<file path="config.mk">
export PLATFORM = sky130hd
export DESIGN_NAME = rr_prio_arbiter_flat
export DESIGN_NICKNAME = d
export VERILOG_FILES = /design/src/rtl/rr_prio_arbiter_if.sv /design/src/rtl/rr_prio_arbiter.sv /design/src/flat_wrapper.sv
export SDC_FILE = /design/constraint.sdc
export NUM_CORES = 1
export LEC_CHECK = 0
export ABC_CLOCK_PERIOD_IN_PS = 9150
export BUFFER_PORTS_ARGS = -buffer_cell sky130_fd_sc_hd__buf_2
export CORE_ASPECT_RATIO = 0.7
export CORE_MARGIN = 2
export CORE_UTILIZATION = 35
export DETAILED_ROUTE_END_ITERATION = 10
export PLACE_DENSITY = 0.64
export SLEW_MARGIN = 0
export SYNTH_ARGS = -nofsm -noshare
export SYNTH_HDL_FRONTEND = slang
export SYNTH_SLANG_ARGS = --single-unit
</file>
<file path="constraint.sdc">
create_clock -name clk -period 9.15 [get_ports clk]
set_input_delay 1.3725 -clock clk [delete_from_list [all_inputs] [get_ports clk]]
set_output_delay 1.3725 -clock clk [all_outputs]
set_load 0.005 [all_outputs]
</file>
<file path="src/rtl/rr_prio_arbiter_if.sv">
// Grant handshake bundle between request sources, the arbiter and the consumer.
// The arbiter takes the slave modport; the request/consumer side takes master.
interface rr_prio_arbiter_if #(
    parameter int N = 8
) ();
    localparam int W = $clog2(N);

    logic         mode;
    logic [N-1:0] req;
    logic         gnt_ready;
    logic         gnt_valid;
    logic [W-1:0] gnt_idx;
    logic [N-1:0] gnt_onehot;
    logic         busy;

    modport slave (
        input  mode, req, gnt_ready,
        output gnt_valid, gnt_idx, gnt_onehot, busy
    );

    modport master (
        output mode, req, gnt_ready,
        input  gnt_valid, gnt_idx, gnt_onehot, busy
    );
endinterface

</file>
<file path="src/rtl/rr_prio_arbiter.sv">
// Registered N-way arbiter, fixed or rotating priority, with a grant held
// stable over a valid/ready handshake until the consumer accepts it.
module rr_prio_arbiter #(
    parameter  int N = 8,
    localparam int W = $clog2(N)
) (
    input  logic                clk,
    input  logic                rst_n,
    rr_prio_arbiter_if.slave    arb
);

    typedef enum logic [0:0] {
        IDLE  = 1'b0,
        GRANT = 1'b1
    } state_t;

    state_t       state_q, state_d;
    logic [W-1:0] ptr_q, ptr_d;
    logic [W-1:0] idx_q, idx_d;
    logic [N-1:0] onehot_q, onehot_d;

    logic [W-1:0] ptr_after;
    logic [W-1:0] arb_ptr;
    logic [W-1:0] win_idx;
    logic         handshake;

    // Pointer that the accepted grant leaves behind: one below it, wrapping to N-1.
    assign ptr_after = (idx_q == '0) ? W'(N - 1) : idx_q - W'(1);
    assign handshake = (state_q == GRANT) && arb.gnt_ready;

    // Back-to-back arbitration must already see the post-handshake pointer.
    always_comb begin
        arb_ptr = (state_q == GRANT) ? ptr_after : ptr_q;
        if (!arb.mode) begin
            arb_ptr = W'(N - 1);
        end
    end

    // Walk from lowest to highest priority so the last hit is the winner.
    always_comb begin
        int base;
        int pos;
        win_idx = '0;
        base    = int'(arb_ptr);
        for (int i = N - 1; i >= 0; i--) begin
            pos = (base >= i) ? base - i : base + N - i;
            if (arb.req[W'(pos)]) begin
                win_idx = W'(pos);
            end
        end
    end

    always_comb begin
        state_d  = state_q;
        ptr_d    = ptr_q;
        idx_d    = idx_q;
        onehot_d = onehot_q;
        case (state_q)
            IDLE: begin
                if (|arb.req) begin
                    state_d           = GRANT;
                    idx_d             = win_idx;
                    onehot_d          = '0;
                    onehot_d[win_idx] = 1'b1;
                end
            end
            GRANT: begin
                if (handshake) begin
                    ptr_d = ptr_after;
                    if (|arb.req) begin
                        idx_d             = win_idx;
                        onehot_d          = '0;
                        onehot_d[win_idx] = 1'b1;
                    end else begin
                        state_d  = IDLE;
                        onehot_d = '0;
                    end
                end
            end
            default: begin
                state_d  = IDLE;
                onehot_d = '0;
            end
        endcase
    end

    always_ff @(posedge clk or negedge rst_n) begin
        if (!rst_n) begin
            state_q  <= IDLE;
            ptr_q    <= W'(N - 1);
            idx_q    <= '0;
            onehot_q <= '0;
        end else begin
            state_q  <= state_d;
            ptr_q    <= ptr_d;
            idx_q    <= idx_d;
            onehot_q <= onehot_d;
        end
    end

    assign arb.gnt_valid  = (state_q == GRANT);
    assign arb.busy       = (state_q == GRANT);
    assign arb.gnt_idx    = idx_q;
    assign arb.gnt_onehot = onehot_q;

endmodule
</file>
<file path="src/flat_wrapper.sv">
// flat-port wrapper written by rule: the top's interface ports become plain ports
module rr_prio_arbiter_flat 
#(
    parameter  int N = 8,
    localparam int W = $clog2(N)
)
  (clk, rst_n, arb_mode, arb_req, arb_gnt_ready, arb_gnt_valid, arb_gnt_idx, arb_gnt_onehot, arb_busy);
  rr_prio_arbiter_if #(.N(N)) arb_i ();
  input  logic clk;
  input  logic rst_n;
  input wire logic [$bits(arb_i.mode)-1:0] arb_mode;
  input wire logic [$bits(arb_i.req)-1:0] arb_req;
  input wire logic [$bits(arb_i.gnt_ready)-1:0] arb_gnt_ready;
  output wire logic [$bits(arb_i.gnt_valid)-1:0] arb_gnt_valid;
  output wire logic [$bits(arb_i.gnt_idx)-1:0] arb_gnt_idx;
  output wire logic [$bits(arb_i.gnt_onehot)-1:0] arb_gnt_onehot;
  output wire logic [$bits(arb_i.busy)-1:0] arb_busy;
  assign arb_i.mode = arb_mode;
  assign arb_i.req = arb_req;
  assign arb_i.gnt_ready = arb_gnt_ready;
  assign arb_gnt_valid = arb_i.gnt_valid;
  assign arb_gnt_idx = arb_i.gnt_idx;
  assign arb_gnt_onehot = arb_i.gnt_onehot;
  assign arb_busy = arb_i.busy;
  rr_prio_arbiter #(.N(N)) u_core (.clk(clk), .rst_n(rst_n), .arb(arb_i));
endmodule
</file>
==> metrics <==
register area share after synthesis between 20% and 30%; synthesized area roughly 1600 sq um; post-synthesis register bit count 15; Post-Synthesis Cells 177; Yosys top cell area share a little under a fifth; peak supply drop 0.1738 mV; post-place instance area 1788 sq um; layout cell share with drive strength beyond 1 between 20 and 30%; Tot GR Track Use 15.82%; Post-synth top cells nand2_1 (29), mux2i_1 (17), dfrtp_1 (12), nor2_1 (10), o21ai_0 (10); Max FO, Critical Path 13; Vias/cell 5.638; Mapped Nets 194; power density cells 438.0 nW/um^2; full die area 5244 sq um; # rows 20; post-layout util 41.70%; Post-CTS Resized 0; critical path class input pin to flip-flop; fin crit period 4.248 ns; overall die height 61.19 um; Syn. warnings 0; first-pass GRT wire length 6396 um; DR WL/cell 15.88 um; RSZ-0062 raised after global routing no; initial antenna violation count 0; Hold Slack 0.4777 ns; design area 1837 sq um; Worst-path clk slew 0.07 ns; Filler cells 434; Worst-Margin Slew 0.6302 ns; Final Setup Violations 0; vias in the first global route 1234; worst hold path class flip-flop to flip-flop; non-filler cells, final 254; Placed Instances 250; Final WS setup 4.902 ns; largest net degree at the start of global routing 22; count leader, synth nand2_1; Starting Density between 30% and 40%; Layout area overhead 12.32%; Critical Path RT around 9.3 ns; Startpoint Class input pin; Max clock buf depth 2; Primary FF master, synth dfrtp_1; CTS H-tree depth 1; Tcrit/Tclk final 46.42%; antenna-violating nets left 0; max cap viols 0; Overall Power 804.4 uW; Core ar. 4404 sq um; top cells by area, synth dfrtp_1 (18%), mux2i_1 (10%), nand2_1 (6.7%); Diodes inserted 0; Initial DRC Count 92; run status finished, final reports clean; fin. max-slew vios 0; Setup TNS 0 ns; Skew-Pair Late Insertion Delay approximately 0.25 ns; setup bufs post-CTS 0; asr flop ratio synth 100.0%; FF+latch area between 300 and 400 sq um; Netlist cell types 56; crit path DAT between 4 and 5 ns; IO Count 25; nets 217; CTS root buffer clkbuf_8; max frequency 0.2354 GHz; global route total overflow 0; via count around 1400; CP endpoint kind flip-flop; Rel. slew slack between 50 and 60%; # clock sinks 15; syn_area_per_cell 9.239 sq um; # port buffers 24; clock skew around 0.0064 ns; pre-CTS setup slack roughly 4.7 ns; hold buffer count at CTS 0; routability cong. 0.8596; hpwl dp 3121 um; DRC 0; P_leak 0.8094 nW; top cell type by total area after synthesis dfrtp_1; EDFF count, synth 0; chip width between 80 and 90 um; Num CTS Buffers 3; Hold Vio Cnt, Final 0; Multi-input gate area 1172 sq um; TritonCTS clock tree yes; routed wire length 4034 um; first drt pass iteration count 4
kinds of logic after synthesis:
family | count (synthesis) | synth area share (%)
AOI/OAI and AO/OA | 44 | 22.95
xor gates and xnor gates | 2 | 1.071
adders and majority gates | 5 | 3.826
buffers and inverters | 17 | 5.126
DFF | 15 | 23.18
muxes | 32 | 25.02
and+or+nand+nor | 62 | 18.82
state kept, by name (all words and copies together) (netlist names):
name and cells:
u_core.arb.gnt_idx 3, u_core.arb.gnt_onehot 8, u_core.arb.busy 1, u_core.ptr_q 3
cells in the final DEF (no fill, tap or decap), types with 3 or more instances in the layout:
cell type and count:
dfstp_2 3, mux2i_1 17, nand2b_1 3, o21ai_0 9, buf_2 24, nor2_1 10, dfrtp_1 12, mux2_2 8
clkbuf_8 3, a21oi_1 4, a32o_1 6, inv_1 7, nand2_1 29, ha_1 5, mux4_2 3, nor4_1 3
o21ai_1 3
worst max-delay path, stage by stage:
cell and delay [ns]:
buf_2 0.13, nor3b_1 0.33, nor2_4 0.12, inv_2 0.25, ha_1 0.34, xor2_1 0.32
mux2i_2 0.33, nor2_1 0.06, a311oi_1 0.25, a211oi_1 0.12, o41ai_4 0.41, inv_2 0.09
a32o_1 0.26
report_power, final:
group	switching [mW]	leakage, nW	internal (mW)	total, mW
Sequential	0.0148	0.184	0.0979	0.113
Clock	0.0244	0.0217	0.0306	0.0550
Combinational	0.366	0.604	0.270	0.637
path summary, 6_finish.rpt:
path | startpoint | endpoint | slack, ns | cells past startpoint
max | arb_mode | u_core.arb.gnt_onehot[3]$_DFFE_PN0P_ | 4.90 | 13
min | u_core.ptr_q[2]$_DFFE_PN1P_ | u_core.ptr_q[2]$_DFFE_PN1P_ | 0.48 | 2
max in group asynchronous | rst_n | u_core.ptr_q[1]$_DFFE_PN1P_ | 7.83 | 1
max reg2reg | u_core.arb.gnt_idx[0]$_DFFE_PN0P_ | u_core.arb.gnt_onehot[3]$_DFFE_PN0P_ | 5.35 | 14
min in group asynchronous | rst_n | u_core.arb.gnt_onehot[1]$_DFFE_PN0P_ | 1.01 | 1
min reg2reg | u_core.ptr_q[2]$_DFFE_PN1P_ | u_core.ptr_q[2]$_DFFE_PN1P_ | 0.48 | 2
routing by layer:
| metal | GRT usage [%] | part of all wire (%) |
|---|---|---|
| met4 | 0.6803 | 0 |
| met1 | 25.77 | 55 |
| met3 | 4.826 | 7.9 |
| met2 | 20.98 | 37 |
| met5 | 0 | 0 |
cell type report:
type,count,area share (%)
Sequential cell,15,20.64
Clock inverter,1,0.4087
Inverter,10,2.180
Timing Repair Buffer,25,6.948
Tap cell,55,3.747
Clock buffer,3,2.248
Multi-Input combinational cell,145,63.83
(Power assumes the default switching activity.)
